### src/rtl/atx_uart_pkg.sv
// Shared types and helpers for the atx_uart transmitter.
// State encoding, parity modes, divisor and parity math.
package atx_uart_pkg;

  typedef enum logic [2:0] {
    ST_IDLE,
    ST_START,
    ST_DATA,
    ST_PARITY,
    ST_STOP
  } state_t;

  localparam int PARITY_NONE = 0;
  localparam int PARITY_ODD  = 1;
  localparam int PARITY_EVEN = 2;

  // Clock cycles per bit, rounded to nearest.
  function automatic int divisor(
    input int clk_hz,
    input int baud
  );
    return (clk_hz + baud / 2) / baud;
  endfunction

  // Parity bit for an already-masked data word.
  // Odd: make the total ones count odd.
  // Even: XOR of the data bits.
  function automatic logic frame_parity(
    input logic [7:0] d,
    input int         mode
  );
    logic p;
    p = ^d;
    if (mode == PARITY_ODD) begin
      return ~p;
    end else if (mode == PARITY_EVEN) begin
      return p;
    end
    return 1'b0;
  endfunction

endpackage

### src/rtl/atx_uart_tx_baud.sv
// Bit-period timer for atx_uart_tx.
// Ports: clk, rst (async high), clear (sync), run (enable),
//        tick (one cycle on the terminal count).
module atx_baud_tick #(
  parameter int DIVISOR = 10
) (
  input  logic clk,
  input  logic rst,
  input  logic clear,
  input  logic run,
  output logic tick
);

  localparam int CW = (DIVISOR > 2) ? $clog2(DIVISOR) : 1;
  localparam logic [CW-1:0] LAST = CW'(DIVISOR - 1);

  logic [CW-1:0] count;

  assign tick = run & (count == LAST);

  // Clear wins over run so each frame starts at phase zero.
  always_ff @(posedge clk or posedge rst) begin
    if (rst) begin
      count <= '0;
    end else if (clear) begin
      count <= '0;
    end else if (run) begin
      if (count == LAST) begin
        count <= '0;
      end else begin
        count <= count + CW'(1);
      end
    end
  end

endmodule

### src/rtl/atx_uart_tx.sv
// Async serial transmitter driven by the CPU atx_data/atx_load registers.
// Ports: clk, reset (async high), atx_data[7:0], atx_load (edge = send),
//        atx_busy (frame in progress), atx_txd (serial line, idles high).
module atx_uart_tx
  import atx_uart_pkg::*;
#(
  parameter int CLK_HZ    = 50_000_000,
  parameter int BAUD      = 115200,
  parameter int DATA_BITS = 8,
  parameter int PARITY    = 0,
  parameter int STOP_BITS = 1
) (
  input  logic       clk,
  input  logic       reset,
  input  logic [7:0] atx_data,
  input  logic       atx_load,
  output logic       atx_busy,
  output logic       atx_txd
);

  localparam int DIVISOR = divisor(CLK_HZ, BAUD);

  localparam logic [2:0] LAST_BIT  = 3'(DATA_BITS - 1);
  localparam logic [2:0] LAST_STOP = 3'(STOP_BITS - 1);

  if (DIVISOR < 2) begin : g_bad_divisor
    $error("atx_uart_tx: DIVISOR must be >= 2");
  end
  if (DATA_BITS < 5 || DATA_BITS > 8) begin : g_bad_data_bits
    $error("atx_uart_tx: DATA_BITS must be 5..8");
  end
  if (STOP_BITS < 1 || STOP_BITS > 2) begin : g_bad_stop_bits
    $error("atx_uart_tx: STOP_BITS must be 1 or 2");
  end
  if (PARITY < 0 || PARITY > 2) begin : g_bad_parity
    $error("atx_uart_tx: PARITY must be 0, 1 or 2");
  end

  state_t     state;
  logic       load_q;
  logic [7:0] shreg;
  logic [2:0] bit_idx;
  logic       par_q;
  logic       tick;
  logic       request;
  logic [7:0] data_m;

  assign data_m = 8'(atx_data[DATA_BITS-1:0]);

  // Edges outside IDLE are dropped, never queued.
  assign request = atx_load & ~load_q & (state == ST_IDLE);

  atx_baud_tick #(
    .DIVISOR(DIVISOR)
  ) u_baud (
    .clk  (clk),
    .rst  (reset),
    .clear(request),
    .run  (state != ST_IDLE),
    .tick (tick)
  );

  // load_q resets high so a load held through reset is not an edge.
  // bit_idx counts data bits in DATA and stop bits in STOP.
  always_ff @(posedge clk or posedge reset) begin
    if (reset) begin
      load_q   <= 1'b1;
      state    <= ST_IDLE;
      shreg    <= '0;
      bit_idx  <= '0;
      par_q    <= 1'b0;
      atx_busy <= 1'b0;
      atx_txd  <= 1'b1;
    end else begin
      load_q <= atx_load;
      unique case (state)
        ST_IDLE: begin
          if (request) begin
            shreg    <= data_m;
            par_q    <= frame_parity(data_m, PARITY);
            bit_idx  <= '0;
            state    <= ST_START;
            atx_busy <= 1'b1;
            atx_txd  <= 1'b0;
          end
        end
        ST_START: begin
          if (tick) begin
            state   <= ST_DATA;
            atx_txd <= shreg[0];
            shreg   <= shreg >> 1;
            bit_idx <= '0;
          end
        end
        ST_DATA: begin
          if (tick) begin
            if (bit_idx == LAST_BIT) begin
              bit_idx <= '0;
              if (PARITY != PARITY_NONE) begin
                state   <= ST_PARITY;
                atx_txd <= par_q;
              end else begin
                state   <= ST_STOP;
                atx_txd <= 1'b1;
              end
            end else begin
              bit_idx <= bit_idx + 3'd1;
              atx_txd <= shreg[0];
              shreg   <= shreg >> 1;
            end
          end
        end
        ST_PARITY: begin
          if (tick) begin
            state   <= ST_STOP;
            atx_txd <= 1'b1;
            bit_idx <= '0;
          end
        end
        ST_STOP: begin
          if (tick) begin
            if (bit_idx == LAST_STOP) begin
              state    <= ST_IDLE;
              atx_busy <= 1'b0;
              bit_idx  <= '0;
            end else begin
              bit_idx <= bit_idx + 3'd1;
            end
          end
        end
        default: begin
          state    <= ST_IDLE;
          atx_busy <= 1'b0;
          atx_txd  <= 1'b1;
        end
      endcase
    end
  end

endmodule

### config.mk
export PLATFORM = sky130hd
export DESIGN_NAME = atx_uart_tx
export DESIGN_NICKNAME = d
export VERILOG_FILES = /design/src/rtl/atx_uart_pkg.sv /design/src/rtl/atx_uart_tx_baud.sv /design/src/rtl/atx_uart_tx.sv
export SDC_FILE = /design/constraint.sdc
export NUM_CORES = 1
export LEC_CHECK = 0
export ABC_AREA = 0
export BUFFER_PORTS_ARGS = -buffer_cell sky130_fd_sc_hd__clkbuf_2
export CORE_MARGIN = 10
export CORE_UTILIZATION = 50
export DETAILED_ROUTE_END_ITERATION = 6
export HOLD_SLACK_MARGIN = 0.02
export PLACE_DENSITY = 0.69
export SLEW_MARGIN = 15
export SYNTH_ARGS = -nofsm -noshare
export SYNTH_HDL_FRONTEND = slang
export SYNTH_HIERARCHICAL = 1
export SYNTH_SLANG_ARGS = --single-unit
### constraint.sdc
create_clock -name clk -period 7.83 [get_ports clk]
set_input_delay 0 -clock clk [delete_from_list [all_inputs] [get_ports clk]]
set_output_delay 0 -clock clk [all_outputs]
set_load 0.02 [all_outputs]
=== After elaboration in Yosys (flattened, before gate mapping) ===
Cells that the tools add are included.

* Bits in registers: 26
* Latch bits: 0
* RAM bits: 0
* Bits in read-only memories: 0
* Input bits: 11
* Output and inout port bits: 2
* Logic and storage cells: 76
* Memories: 0

* Add/subtract/negate cells: 2
* $mul: 0
* Divide/modulo/power cells: 0
* Order comparisons: 0
* Eq/ne operators: 15
* Shifts and indexed selects: 0
* Mux-type cells: 33
* Bitwise operators: 6
* Reduce and logical (&&, ||, !) cells: 13

{| class="wikitable"
|+ Operators by type and width
! operator !! count
|-
| 3-bit two-way mux || 13
|-
| 8-bit two-way mux || 4
|-
| 9-bit two-way mux || 3
|-
| 8-bit one-hot mux with 3 select lines || 1
|-
| 2-bit != test, second input constant || 8
|-
| 3-bit one-hot mux with 5 select lines || 1
|-
| 5-bit AND reduction || 3
|-
| 3-bit one-hot mux with 4 select lines || 1
|-
| 9-bit by 1-bit adder with 9-bit output, second input constant || 1
|-
| 9-bit == test, second input constant || 1
|-
| 1-bit two-way mux || 8
|-
| 7-bit AND reduction || 1
|-
| 3-bit by 2-bit == test with 1-bit output, second input constant || 2
|-
| 3-bit == test, second input constant || 2
|-
| 3-bit logical NOT || 2
|-
| 3-bit nonzero test || 2
|-
| 1-bit one-hot mux with 5 select lines || 1
|-
| 4-bit AND reduction || 1
|-
| 4-bit nonzero test || 1
|-
| 3-bit by 1-bit adder with 3-bit output, second input constant || 1
|-
| 1-bit bitwise AND || 3
|-
| 3-bit by 1-bit == test with 1-bit output, second input constant || 1
|-
| 1-bit inverter || 3
|-
| 1-bit one-hot mux with 3 select lines || 1
|-
| 4 further kinds || 4
|}

=== Logic depth before layout (Yosys ltp) ===
* Depth in word-level cells: 5
* Gate-level depth with buffers: 10
* Gate-level depth less buffers: 8

=== Hierarchy ===
The synthesis kept the hierarchy.

{| class="wikitable"
|+ Modules (own cells, without submodules)
! module !! times used !! cells each !! area an instance (sq um) !! seq. area each (sq um)
|-
| atx_uart_tx || 1 || 89 || 962.2 || 427.9
|-
| atx_baud_tick || 1 || 54 || 531.8 || 225.2
|}

=== Least setup slack after synthesis ===
OpenSTA, ideal clock, no wires.

* Path type: register to register
* Start point: register state[2]
* End point: register shreg[0]
* Data arrival time: 2504 ps
* Setup slack: 5202 ps
* Cell stages (with the launch flop): 11
* Path buffers: 3
* Period minus slack after synthesis: 2628 ps
* Path through: dfrtp_1 -> clkbuf_1 -> buf_2 -> or3_1 -> buf_6 -> inv_1 -> nor3_1 -> nand2b_1 -> a21oi_1 -> nor3_4 -> mux2_2

* Word-level cells in the longest chain between the ends: 4
* Elaborated cells between the ends (all ways): 13

{| class="wikitable"
|+ RTL lines
! what !! line !! source
|-
| start: declaration || atx_uart_tx.sv:39 || <nowiki>state_t state;</nowiki>
|-
| start signal: assignment || atx_uart_tx.sv:68 || <nowiki>state <= ST_IDLE;</nowiki>
|-
| start signal: assignment || atx_uart_tx.sv:82 || <nowiki>state <= ST_START;</nowiki>
|-
| start signal: assignment || atx_uart_tx.sv:89 || <nowiki>state <= ST_DATA;</nowiki>
|-
| 3-bit nonzero test * || atx_uart_tx.sv:59 || <nowiki>.run (state != ST_IDLE),</nowiki>
|-
| 1-bit bitwise AND * || atx_uart_tx_baud.sv:19 || <nowiki>assign tick = run & (count == LAST);</nowiki>
|-
| named net tick || atx_uart_tx.sv:44 || <nowiki>logic tick;</nowiki>
|-
| 2-bit != test (no line) || -- ||
|-
| 5-bit AND reduction (no line) * || -- ||
|-
| end signal: assignment || atx_uart_tx.sv:79 || <nowiki>shreg <= data_m;</nowiki>
|-
| end signal: assignment || atx_uart_tx.sv:91 || <nowiki>shreg <= shreg >> 1;</nowiki>
|-
| end signal: assignment || atx_uart_tx.sv:109 || <nowiki>shreg <= shreg >> 1;</nowiki>
|-
| end: declaration || atx_uart_tx.sv:41 || <nowiki>logic [7:0] shreg;</nowiki>
|}

The timed path passes the listed nets; every way through them passes the cells marked *.
A chain may end at the register's enable or synchronous reset.

=== Final worst setup path ===
* Start point: register state[2]
* End point: register shreg[4]

The elaborated chain is that of the path after synthesis.

==> impl_metrics.ini <==
[synth]
syn_nets = 159
syn_area_per_cell_um2 = 10.4
synth_edf_count = 0
synth_flop_cell = dfrtp_1
synth.distinct_cells = 39
async_flop_share_pct = 100
synth-seq-cells = 26
synth-warning-count = 6
syn_inst = 143
ys_seq_area_share_pct = 43.7
netlist_area_mm2 = 0.00149

[flow_run]
maxCapViolCount = 0

[floorplan]
core-area_mm2 = 0.00281
dieArea_mm2 = 0.00557
rows = 19
io_pins = 13
die_x_um = 74.7
fp.dieH_um = 74.7
start_util_pct = 53.3

[clock_tree]
clkTransAtPathRegs_ps = 150
tritoncts = done
htreeDepth = 1
cts_buffer_depth = 2
cts_inserted_buffers = 3
insertion_delay_ps = 330
cts.repair.resized = 0
cts_root_buf = clkbuf_4
cts_num_sinks = 26

[pwr]
power.density_mw_per_mm2 = 135
leakagePower_uw = 0.000713
peakVddDrop_uv = 95.0

[drt]
dr.pass1.iters = 4
ant_nets = 0
drcViolationCount = 0
wl_per_cell_um = 15.4
drt_iter0_markers = 64
routed_wl_um = 2880
via_per_inst = 5.82
routed-via-count = 1089

[timing]
rsz0062_at_grt = no
fin_tns_setup_ps = 0
maxSlewViolCount = 0
worst_slew_pin_slew_ps = 740
hold_violations = 0
finalSetupViolations = 0
period_share_pct = 38.6
fmax_mhz = 331
setup_slack_ps = 4810
final.min_clock_period_ps = 3020
max-slew-margin-rel_pct = 50.3
final.setup_skew_ps = 8.29

[global_routing]
grt_pass1_vias = 1107
top_usage_layer = met2
grt_use_met1_pct = 15.4
grt_pass1_wl_um = 5140
met2_usage_pct = 17.5
met3_usage_pct = 2.63
grt_max_degree = 18
antenna_found_initial = 0
grt_usage_pct = 11.5
grt_remaining_overflow = 0

[finish]
syn_to_final_growth_pct = 8.04
drive_gt1_share_pct = 26.3
n_fill_cell = 261
n_antenna_cell = 0
fin_util_pct = 57.5
nets = 173

[critical_path]
critPathMaxFanout = 15
cp_top_family = simple AND/OR/NAND/NOR gates
cp.buffers_inverters = 1
crit_chain = or3_1 > inv_1 > nor3_1 > nand2b_1 > a21oi_1 > nor3_4 > mux2_2
critPathLaunchType = flop
crit_type = flop to flop
crit_arrival_ps = 3260
ff2ff_setup_slack_ps = 4810
critPathCaptureType = flop
slowest_stage = dfrtp_1
slowest_delay_ps = 670
required_ps = 8060

[placement]
numPortBuffers = 12
place_congestion = 0.809
dp_slack_ps = 4850
hpwlAfterDp_um = 2170

[min_path]
hold_class = primary input to flop

[status]
outcome = complete, no violations
per-layer routing:
layer,wire length [um],vias to the layer above,part of all wire [%]
met2,1340,25,46
met1,1320,526,46
met3,169,6,5.9
met4,51,0,1.8
li1,-,532,-
met5,0,-,0
layout by cell type (no fill, tap or decap), types with 2 or more instances in the layout:
cell type       n
a21oi_1         9
clkbuf_2       12
clkbuf_4        3
dfrtp_1        24
dfstp_2         2
dlygate4sd3_1   2
ha_1            5
inv_1          11
mux2_2         16
mux2i_1         2
nand2_1         9
nand2b_1        4
nand3_1         2
nor2_1          9
nor2_2          2
nor2b_1         4
nor3_1          3
o2111ai_1       3
o21ai_0         8
or3_1           5
xnor2_1         2
xor2_1          2
Yosys cell counts (2+ instances only):
| master | count | area, um^2 |
|---|---|---|
| a21oi_1 | 9 | 45.0 |
| buf_4 | 2 | 15.0 |
| dfrtp_1 | 24 | 601 |
| dfstp_2 | 2 | 52.6 |
| ha_1 | 5 | 62.6 |
| inv_1 | 11 | 41.3 |
| mux2_2 | 16 | 180 |
| mux2i_1 | 2 | 20.0 |
| nand2_1 | 9 | 33.8 |
| nand2b_1 | 4 | 25.0 |
| nand3_1 | 2 | 10.0 |
| nor2_1 | 9 | 33.8 |
| nor2_2 | 2 | 12.5 |
| nor2b_1 | 4 | 25.0 |
| nor3_1 | 3 | 15.0 |
| o2111ai_1 | 3 | 26.3 |
| o21ai_0 | 8 | 40.0 |
| or3_1 | 5 | 31.3 |
| xnor2_1 | 2 | 17.5 |
| xor2_1 | 2 | 17.5 |
where the power goes:
group	switching [uW]	internal (uW)
combinational	4.78	5.58
clock	41.3	28.5
sequential	1.11	137
total	47.2	171
layout make-up:
cell class / count / area (um^2) / area share (%)
clock buffer: 4 / 36.3 / 2.25
inverter: 11 / 41.3 / 2.56
multi-input combinational: 101 / 764 / 47.4
sequential: 26 / 653 / 40.5
tap: 31 / 38.8 / 2.40
timing repair buffer: 14 / 80.1 / 4.96
timing repair:
| item | CTS | global route |
|---|---|---|
| endpoints found under the hold margin | 25 | 0 |
| buffers inserted | 0 | 0 |
| hold buffers | 2 | 0 |
cell families after synthesis:
kind of cell | after synthesis | share of synthesized area [%]
adders and majority gates | 5 | 4.19
muxes | 18 | 13.4
xor gates and xnor gates | 4 | 2.35
and+or+nand+nor | 44 | 16.7
buffers and inverters | 16 | 5.11
DFF | 26 | 43.7
AOI/OAI and AO/OA | 30 | 14.6
worst register-to-register path: cells and delay by family, from the launching register on:
family,cells,cell delay [ps]
AOI/OAI and AO/OA,1,110
and+or+nand+nor,4,1600
DFF,1,670
buffers and inverters,1,150
muxes,1,390
sequential cells by signal, indices dropped and copies added (netlist names):
signal	cells
u_baud/count	9
shreg	8
bit_idx	3
state	3
atx_busy	1
atx_txd	1
load_q	1
metrics by stage:
| stage | instances | area (um^2) | hold slack [ps] | total power (uW) |
|---|---|---|---|---|
| after floorplan | 143 | 1490 | -172 | 146 |
| after global placement | 181 | 1560 | -22.0 | 150 |
| after detailed placement | 181 | 1560 | -14.2 | 150 |
| after CTS | 187 | 1610 | 21.0 | 220 |
| after global routing | 187 | 1610 | 24.2 | 227 |
| final | 187 | 1610 | 18.8 | 218 |
final timing paths:
| kind | start | to | depth (start not counted) |
|---|---|---|---|
| worst max-delay path | state[2] | shreg[4] | 7 |
| worst max register to register | state[2] | shreg[4] | 7 |
| min in group asynchronous | reset | u_baud/count[7] | 3 |
| worst min register to register | shreg[3] | shreg[3] | 1 |
| max in group asynchronous | reset | state[2] | 3 |
| worst min-delay path | atx_data[7] | shreg[7] | 3 |
Note: power is estimated with default switching activity, not from simulation.
